[src/rtl/apb4_req_master_pkg.sv]
`default_nettype none
// ============================================================================
// Module  : apb4_req_master_pkg
// Brief   : Shared types and constants for the APB4 request master.
// Rev     : 1.0 - initial release
// ============================================================================
package apb4_req_master_pkg;

    typedef enum logic [1:0] {
        ST_IDLE   = 2'd0,
        ST_SETUP  = 2'd1,
        ST_ACCESS = 2'd2,
        ST_RESP   = 2'd3
    } state_t;

    localparam logic [2:0] PPROT_DEFAULT  = 3'b000;
    localparam int         RSP_DATA_WIDTH = 32;

    typedef struct packed {
        logic [RSP_DATA_WIDTH-1:0] rdata;
        logic                      slverr;
        logic                      timeout;
    } rsp_t;

endpackage
`default_nettype wire

[src/rtl/apb4_access_timer.sv]
`default_nettype none
// ============================================================================
// Module  : apb4_access_timer
// Brief   : ACCESS-phase wait-state counter; flags the TIMEOUT_CYCLES-th stall.
// Rev     : 1.0 - initial release
// ============================================================================
module apb4_access_timer
    import apb4_req_master_pkg::*;
#(
    parameter int TIMEOUT_CYCLES = 16
) (
    input  logic clk,
    input  logic rst_n,
    input  logic clear,
    input  logic tick,
    output logic expire
);

    localparam int CW = (TIMEOUT_CYCLES > 1) ? $clog2(TIMEOUT_CYCLES) : 1;

    logic [CW-1:0] r_count;

    // expire marks the stalled cycle that would make the count reach the limit
    assign expire = tick && (r_count == CW'(TIMEOUT_CYCLES - 1));

    always_ff @(posedge clk or negedge rst_n) begin
        if (!rst_n) begin
            r_count <= '0;
        end else if (clear) begin
            r_count <= '0;
        end else if (tick && !expire) begin
            r_count <= r_count + 1'b1;
        end
    end

endmodule
`default_nettype wire

[src/rtl/apb4_req_master.sv]
`default_nettype none
// ============================================================================
// Module  : apb4_req_master
// Brief   : valid/ready request channel to APB4 master with buffered response.
//           Optional ACCESS timeout enabled by APB4_REQ_MASTER_TIMEOUT_EN.
// Rev     : 1.0 - initial release
// ============================================================================
module apb4_req_master
    import apb4_req_master_pkg::*;
#(
    parameter int ADDR_WIDTH     = 3,
    parameter int DATA_WIDTH     = 32,
    parameter int TIMEOUT_CYCLES = 16
) (
    input  logic                    pclk,
    input  logic                    presetn,
    input  logic                    req_valid,
    output logic                    req_ready,
    input  logic                    req_write,
    input  logic [ADDR_WIDTH-1:0]   req_addr,
    input  logic [DATA_WIDTH-1:0]   req_wdata,
    input  logic [DATA_WIDTH/8-1:0] req_strb,
    output logic                    rsp_valid,
    input  logic                    rsp_ready,
    output logic [DATA_WIDTH-1:0]   rsp_rdata,
    output logic                    rsp_slverr,
    output logic                    rsp_timeout,
    output logic                    psel,
    output logic                    penable,
    output logic                    pwrite,
    output logic [ADDR_WIDTH-1:0]   paddr,
    output logic [DATA_WIDTH-1:0]   pwdata,
    output logic [DATA_WIDTH/8-1:0] pstrb,
    output logic [2:0]              pprot,
    input  logic [DATA_WIDTH-1:0]   prdata,
    input  logic                    pready,
    input  logic                    pslverr
);

    generate
        if ((DATA_WIDTH % 8) != 0 || TIMEOUT_CYCLES < 1) begin : g_param_check
            $error("apb4_req_master: illegal DATA_WIDTH or TIMEOUT_CYCLES");
        end
    endgenerate

    state_t                  r_state;
    state_t                  w_state_nxt;
    logic                    w_timeout;

    logic                    w_psel_nxt;
    logic                    w_penable_nxt;
    logic                    w_pwrite_nxt;
    logic [ADDR_WIDTH-1:0]   w_paddr_nxt;
    logic [DATA_WIDTH-1:0]   w_pwdata_nxt;
    logic [DATA_WIDTH/8-1:0] w_pstrb_nxt;
    logic                    w_rsp_valid_nxt;
    logic [DATA_WIDTH-1:0]   w_rsp_rdata_nxt;
    logic                    w_rsp_slverr_nxt;
    logic                    w_rsp_timeout_nxt;

`ifdef APB4_REQ_MASTER_TIMEOUT_EN
    logic w_timer_expire;

    apb4_access_timer #(
        .TIMEOUT_CYCLES (TIMEOUT_CYCLES)
    ) u_access_timer (
        .clk    (pclk),
        .rst_n  (presetn),
        .clear  (r_state == ST_SETUP),
        .tick   ((r_state == ST_ACCESS) && !pready),
        .expire (w_timer_expire)
    );

    assign w_timeout = w_timer_expire;
`else
    assign w_timeout = 1'b0;
`endif

    // Gated by presetn so nothing is offered while reset is asserted
    assign req_ready = presetn && (r_state == ST_IDLE);
    assign pprot     = PPROT_DEFAULT;

    always_ff @(posedge pclk or negedge presetn) begin
        if (!presetn) begin
            r_state     <= ST_IDLE;
            psel        <= 1'b0;
            penable     <= 1'b0;
            pwrite      <= 1'b0;
            paddr       <= '0;
            pwdata      <= '0;
            pstrb       <= '0;
            rsp_valid   <= 1'b0;
            rsp_rdata   <= '0;
            rsp_slverr  <= 1'b0;
            rsp_timeout <= 1'b0;
        end else begin
            r_state     <= w_state_nxt;
            psel        <= w_psel_nxt;
            penable     <= w_penable_nxt;
            pwrite      <= w_pwrite_nxt;
            paddr       <= w_paddr_nxt;
            pwdata      <= w_pwdata_nxt;
            pstrb       <= w_pstrb_nxt;
            rsp_valid   <= w_rsp_valid_nxt;
            rsp_rdata   <= w_rsp_rdata_nxt;
            rsp_slverr  <= w_rsp_slverr_nxt;
            rsp_timeout <= w_rsp_timeout_nxt;
        end
    end

    always_comb begin
        w_state_nxt = r_state;
        case (r_state)
            ST_IDLE:   if (req_valid)            w_state_nxt = ST_SETUP;
            ST_SETUP:                            w_state_nxt = ST_ACCESS;
            ST_ACCESS: if (pready || w_timeout)  w_state_nxt = ST_RESP;
            ST_RESP:   if (rsp_ready)            w_state_nxt = ST_IDLE;
            default:                             w_state_nxt = ST_IDLE;
        endcase
    end

    always_comb begin
        w_psel_nxt        = psel;
        w_penable_nxt     = penable;
        w_pwrite_nxt      = pwrite;
        w_paddr_nxt       = paddr;
        w_pwdata_nxt      = pwdata;
        w_pstrb_nxt       = pstrb;
        w_rsp_valid_nxt   = rsp_valid;
        w_rsp_rdata_nxt   = rsp_rdata;
        w_rsp_slverr_nxt  = rsp_slverr;
        w_rsp_timeout_nxt = rsp_timeout;
        case (r_state)
            ST_IDLE: begin
                if (req_valid) begin
                    w_psel_nxt    = 1'b1;
                    w_penable_nxt = 1'b0;
                    w_pwrite_nxt  = req_write;
                    w_paddr_nxt   = req_addr;
                    w_pwdata_nxt  = req_wdata;
                    w_pstrb_nxt   = req_write ? req_strb : '0;
                end
            end
            ST_SETUP: begin
                w_penable_nxt = 1'b1;
            end
            ST_ACCESS: begin
                // pready has priority over a timeout landing on the same edge
                if (pready || w_timeout) begin
                    w_psel_nxt        = 1'b0;
                    w_penable_nxt     = 1'b0;
                    w_pwrite_nxt      = 1'b0;
                    w_pstrb_nxt       = '0;
                    w_rsp_valid_nxt   = 1'b1;
                    w_rsp_rdata_nxt   = (pready && !pwrite) ? prdata : '0;
                    w_rsp_slverr_nxt  = pready ? pslverr : 1'b1;
                    w_rsp_timeout_nxt = !pready;
                end
            end
            ST_RESP: begin
                if (rsp_ready) begin
                    w_rsp_valid_nxt = 1'b0;
                end
            end
            default: ;
        endcase
    end

endmodule
`default_nettype wire

[config.mk]
export PLATFORM = sky130hd
export DESIGN_NAME = apb4_req_master
export DESIGN_NICKNAME = d
export VERILOG_FILES = /design/src/rtl/apb4_req_master_pkg.sv /design/src/rtl/apb4_access_timer.sv /design/src/rtl/apb4_req_master.sv
export SDC_FILE = /design/constraint.sdc
export NUM_CORES = 1
export LEC_CHECK = 0
export ABC_AREA = 1
export CAP_MARGIN = 5
export CORE_MARGIN = 2
export CORE_UTILIZATION = 41
export CTS_CLUSTER_DIAMETER = 100
export DETAILED_ROUTE_END_ITERATION = 12
export PLACE_DENSITY = 0.81
export SLEW_MARGIN = 20
export SYNTH_ARGS = -nofsm -noshare
export SYNTH_HDL_FRONTEND = slang
export SYNTH_SLANG_ARGS = --single-unit
[constraint.sdc]
create_clock -name pclk -period 1.9 [get_ports pclk]
set_input_delay 0.19 -clock pclk [delete_from_list [all_inputs] [get_ports pclk]]
set_output_delay 0.19 -clock pclk [all_outputs]
set_load 0.01 [all_outputs]
==> results_dict.tcl, run 1 <==
set metrics [dict create \
    cts_tree "done" \
    die_area_mm2 0.00883 \
    yosys.cell_types.count 17 \
    synth-seq-cells 79 \
    drive_gt1_frac 0.0525 \
    critPathKind "flop to output port" \
    fmax_mhz 554 \
    p_leak_nw 2.51 \
    maxCapViolations 0 \
    seq_area_mm2 0.00198 \
    drt-pass1-iter-count 4 \
    hold_viol 0 \
    via_per_inst 4.61 \
    ys_top_cells_by_area "dfrtp_1 60%, nand2_1 23%, o21ai_0 3.9%, buf_6 3.4%, ha_1 1.9%" \
    dpl_cell_area_mm2 0.00487 \
    fillers 639 \
    ys_warn_count 0 \
    hold_class "input port to async pin" \
    worst_pin_slew_ns 0.985 \
    slew_headroom 0.344 \
    core_area_mm2 0.00777 \
    drc 0 \
    areaGrowthSynthToFinish_pct 54.5 \
    fp.dieW_um 93.9 \
    clockBufferDepth 2 \
    path_max_fanout 4 \
    die_y_um 93.9 \
    syn-mean-instance-area_um2 8.82 \
    status "finished, final reports clean" \
    design_area_mm2 0.00512 \
    synth_area_leader_cell "dfrtp_1" \
    place.gp.congestion 0.870 \
    synth_cells 376 \
    numClockSinks 79 \
    cp-start-kind "flop" \
    routed_wl_um 8190 \
    total_power_mw 8.21 \
    io_buffers 155 \
    clk_pin_slew_ns 0.07 \
    slew_violations 0 \
    htree_levels 3 \
    grt_max_degree 80 \
    cp-end-kind "output port" \
    ys_seq_area_frac 0.596 \
    io_pins 159 \
    fin_cells 635 \
    antenna_cells 0 \
    dp.cells 617 \
    num_vias 2927 \
    gr-total-overflow 0 \
    start_util 0.427 \
    detail_route.wl_per_cell_um 12.9 \
    antenna_found_initial 0 \
    cp.required_ns 1.71 \
    num_rows 32 \
    grt_usage 0.191 \
    cts_buffers 9 \
    setup_violations 0 \
    ant_nets 0 \
    startpoint "r_state[0]" \
    tns_ns 0 \
    worstPathArrival_ns 1.62 \
    power_density_mw_per_mm2 1600 \
    clk_latency_ns 0.33 \
    fin_skew_ns 0.00737 \
    fin_crit_ns 1.81 \
    holdBufCountCts 0 \
    r2r_start "r_state[1]" \
    synth_area_mm2 0.00332 \
    multi_input_area_mm2 0.00112 \
    rsz0062_at_grt "no" \
    synth_top_area_frac 0.596 \
    grt_pass1_vias 2880 \
    cts_root_buf "clkbuf_8" \
    fin_crit_sh 0.950 \
    dp_hpwl_um 5690 \
    grt_pass1_wl_um 13400 \
    nets 611 \
    first_iter_violations 96 \
    vdd_drop_max_uv 727 \
]
[flip-flops by register name (all words and copies together) (netlist names)]
name,cells
psel,1
pstrb,4
paddr,3
pwrite,1
rsp_valid,1
pwdata,32
penable,1
rsp_slverr,1
rsp_rdata,32
r_state,2
rsp_timeout,1
[logic make-up (layout without fill, tap and decap cells)]
family          Yosys count  count (layout)  synth area share
buf+inv                  37             192            0.0713
flops                    79              79             0.596
compound gates           33              33            0.0498
simple gates            221             221             0.263
other cells               1               3           0.00113
fa+ha+maj                 5               5            0.0189
[final cells by class]
class,count,area share
Tap cell,102,0.0249
Inverter,15,0.0115
Multi-Input combinational cell,262,0.219
Clock buffer,11,0.0295
Clock inverter,5,0.0156
Timing Repair Buffer,161,0.313
Sequential cell,79,0.386
[metal layers]
metal	global-route usage	vias to the layer above	share of wire
li1	-	1458	-
met1	0.255	1329	0.45
met2	0.301	128	0.45
met3	0.0570	12	0.088
met4	0.0640	0	0.016
met5	0	-	0
[worst max-delay path: stages, from the launching register on]
cell and delay [ns]:
dfrtp_1 0.38, inv_1 0.12, ha_4 0.17, nand2_1 0.05
inv_1 0.05, clkdlybuf4s50_1 0.52
[report_power, final]
group | switching (mW) | internal, mW | leakage, nW
Sequential | 0.442 | 2.49 | 1.00
Combinational | 1.84 | 2.04 | 1.39
Clock | 0.586 | 0.810 | 0.112
[stage by stage]
| step | hold slack, ns | utilization | worst slack, ns |
|---|---|---|---|
| after floorplan | -0.106 | - | 0.594 |
| after global placement | 0.462 | 0.626 | 0.323 |
| after detailed placement | 0.464 | 0.626 | 0.235 |
| after CTS | 0.160 | 0.659 | 0.0417 |
| after global routing | 0.205 | 0.660 | 0.0105 |
| final | 0.116 | 0.660 | 0.0949 |
[cell usage after synthesis (all sizes together)]
library cell and instances:
inv 15, nand3 4, o21ai 33, nand2 202, nand4 8, conb 1
nor2 7, buf 20, clkbuf 2, dfrtp 79, ha 5
[path summary, 6_finish.rpt]
| kind | end | slack [ns] | cells past startpoint |
|---|---|---|---|
| min reg2reg | pwdata[30] | 0.48 | 2 |
| min | rsp_timeout | 0.12 | 2 |
| max | req_ready | 0.09 | 5 |
| min in group pclk | pwdata[25] | 0.38 | 3 |
| max in group asynchronous | r_state[0] | 1.14 | 2 |
| max reg2reg | psel | 0.22 | 6 |
[cell usage in the layout, fill, tap and decap left out, types with 2 or more instances in the layout]
cell type	instances
bufinv_16	2
clkdlybuf4s50_1	154
buf_4	6
o21ai_0	26
nand2_1	199
nand3_1	4
nor2_1	7
nand4_1	8
clkbuf_8	11
dfrtp_1	79
clkinvlp_4	2
o21ai_1	7
inv_1	14
conb_1	3
ha_1	4
nand2_4	2
[what timing repair did]
action                     CTS  global route
setup endpoints to repair    1             1
setup buffers                2             0
gates resized for setup      1             1
Note: power is estimated with default switching activity, not from simulation.
==> run 2: changes to the inputs <==
--- a/config.mk
+++ b/config.mk
@@ -5,13 +5,14 @@
 export SDC_FILE = /design/constraint.sdc
 export NUM_CORES = 1
 export LEC_CHECK = 0
-export ABC_AREA = 1
 export CAP_MARGIN = 5
+export CELL_PAD_IN_SITES_DETAIL_PLACEMENT = 0
+export CELL_PAD_IN_SITES_GLOBAL_PLACEMENT = 1
 export CORE_MARGIN = 2
-export CORE_UTILIZATION = 41
+export CORE_UTILIZATION = 30
 export CTS_CLUSTER_DIAMETER = 100
 export DETAILED_ROUTE_END_ITERATION = 12
-export PLACE_DENSITY = 0.81
+export PLACE_DENSITY_LB_ADDON = 0.1
 export SLEW_MARGIN = 20
 export SYNTH_ARGS = -nofsm -noshare
 export SYNTH_HDL_FRONTEND = slang
==> results_dict.tcl, run 2 <==
set metrics [dict create \
    setup_slack_ns 0.0928 \
    htree_levels 3 \
    synth-async-reset-ratio 1.00 \
    multi_input_area_mm2 0.00118 \
    drc 0 \
    synth_top_flop_cell "dfrtp_1" \
    fin_crit_ns 1.81 \
    synth_fa_ha_area_frac 0.0192 \
    drt-pass1-iter-count 4 \
    synth_compound_area_frac 0.0577 \
    critPathKind "flop to flop" \
    clk_pin_slew_ns 0.08 \
    ant_nets 0 \
    die_area_mm2 0.0117 \
    path_max_fanout 6 \
    cts_root_buf "clkbuf_8" \
    synth_common_cells "79 x dfrtp_1, 38 x nand2_1, 37 x mux2_2" \
    cp-end-kind "flop" \
    yosys.area_share.simple 0.133 \
    syn-mean-instance-area_um2 12.1 \
    grt_pass1_wl_um 12600 \
    grt_pass1_vias 2444 \
    power_density_mw_per_mm2 1570 \
    dp.cells 560 \
    synth-seq-cells 79 \
    synth_area_mm2 0.00325 \
    routed_wl_um 8030 \
    drive_gt1_frac 0.169 \
    via_per_inst 4.22 \
    num_vias 2446 \
    total_power_mw 8.27 \
    post-place-ws_ns 0.115 \
    io_pins 159 \
    p_leak_nw 2.29 \
    core_area_mm2 0.0107 \
    synth.area.mux_share 0.148 \
    first_iter_violations 76 \
    clk_latency_ns 0.35 \
    combPwrFrac 0.475 \
    grt_util_met1 0.179 \
    fin_skew_ns 0.00752 \
    final_cell_mix "153 x clkdlybuf4s50_1, 79 x dfrtp_1, 37 x nand2_1, 37 x mux2_2, 33 x nand2b_1" \
    io_buffers 155 \
    rsz0062_at_grt "no" \
    synth_edf_count 0 \
    synth_area_leader_cell "dfrtp_1" \
    final_util 0.494 \
    r2r_cells 5 \
    nets 517 \
    slew_violations 0 \
    layout_commonest_cell "clkdlybuf4s50_1" \
    status "finished, final reports clean" \
    antenna_cells 0 \
    cts_tree "done" \
    fp.dieW_um 108 \
    cp-start-kind "flop" \
    p_int_mw 5.73 \
    seqPwrFrac 0.341 \
    fmax_mhz 553 \
    worst_pin_slew_ns 0.555 \
    p_sw_mw 2.54 \
    ys_seq_area_frac 0.607 \
    dp_hpwl_um 5780 \
    hold_class "input port to flop" \
    grtUsageMet3 0.0265 \
    p_sw_frac 0.307 \
    synth_top_family_by_area "multiplexers" \
    cts_buffers 9 \
    fin_cells 579 \
    cp.required_ns 2.14 \
    synth_most_common_cell "dfrtp_1" \
    worstPathArrival_ns 2.05 \
    vdd_drop_max_uv 611 \
    num_rows 38 \
    gr-total-overflow 0 \
    grt_usage 0.140 \
    tns_ns 0 \
    yosys.cell_types.count 27 \
    numClockSinks 79 \
    hold_viol 0 \
    layout_top_registers "pwdata (32), rsp_rdata (32), pstrb (4)" \
    ys_warn_count 0 \
    busiest_layer "met2" \
    place.gp.congestion 0.717 \
    synth_cells 269 \
    synth-xor-area-share 0 \
    clockBufferDepth 2 \
    clkPwrFrac 0.184 \
    synth_top_area_frac 0.607 \
    fin_crit_sh 0.951 \
    hold_depth 3 \
    ys_top_cells_by_area "dfrtp_1 61%, mux2_2 13%, nand2b_1 6.3%, o21ai_0 4.9%, nand2_1 4.4%" \
    setup_violations 0 \
    areaGrowthSynthToFinish_pct 62.4 \
    grt_max_degree 44 \
    slew_headroom 0.630 \
    detail_route.wl_per_cell_um 13.9 \
    grt_util_met2 0.230 \
    fillers 1012 \
    maxCapViolations 0 \
    antenna_found_initial 0 \
    start_util 0.304 \
    die_y_um 108 \
    seq_area_mm2 0.00198 \
]
-- run 2: critical path, cell delays in order (launching register included) --
cell and delay [ns]:
dfrtp_1 0.39, buf_4 0.15, ha_1 0.26, nor2b_4 0.18, or3b_4 0.41, mux2_4 0.30
-- run 2: final timing paths --
path | startpoint | end | slack, ns
max in group asynchronous | presetn | pwdata[1] | 0.48
hold reg to reg | rsp_rdata[3] | rsp_rdata[3] | 0.48
setup reg to reg | r_state[1] | r_state[1] | 0.09
setup / recovery | r_state[1] | r_state[1] | 0.09
min in group asynchronous | presetn | pwdata[19] | 0.53
hold / removal | req_strb[2] | pstrb[2] | 0.38
-- run 2: metrics by stage --
| stage | hold slack, ns | instance area (um2) |
|---|---|---|
| 2_1_floorplan | -0.106 | 3260 |
| 3_3_place_gp | 0.347 | 5010 |
| 3_5_place_dp | 0.346 | 5010 |
| 4_1_cts | 0.368 | 5280 |
| 5_1_grt | 0.390 | 5280 |
| 6_report | 0.385 | 5280 |
-- run 2: cell families (layout without fill, tap and decap cells) --
family	count (synthesis)	after routing
muxes	43	43
AOI/OAI and AO/OA	36	36
and+or+nand+nor	81	81
DFF	79	79
other	1	3
adders and majority gates	5	5
buffers and inverters	24	192
-- run 2: cell type report --
class                   instances  share of cell area
clock inverters                 6              0.0204
repair buffers                168               0.317
flip-flops and latches         79               0.374
well taps                     140              0.0332
clock buffers                  10              0.0260
inverters                       8             0.00568
multi-input cells             168               0.224
-- run 2: power by group through the flow --
| stage | combinational (mW) | clock (mW) | sequential [mW] |
|---|---|---|---|
| after floorplan | 1.43 | 0 | 3.22 |
| after global placement | 3.89 | 0 | 2.85 |
| after detailed placement | 3.94 | 0 | 2.88 |
| after CTS | 4.00 | 1.59 | 2.83 |
| after global routing | 4.29 | 1.65 | 2.92 |
| final | 3.93 | 1.53 | 2.82 |
-- run 2: layer usage --
metal  up-vias  share of wire
li1       1206              -
met1      1158           0.42
met2        71           0.50
met3        11          0.054
met4         0          0.021
met5         -              0
-- run 2: repair_timing --
item	4_1_cts	5_1_grt
resized for setup	2	0
hold buffers	1	0
gates cloned	0	0
buffers inserted	2	0
pin swaps	0	1
hold endpoints to repair	42	0
setup endpoints to repair	1	1
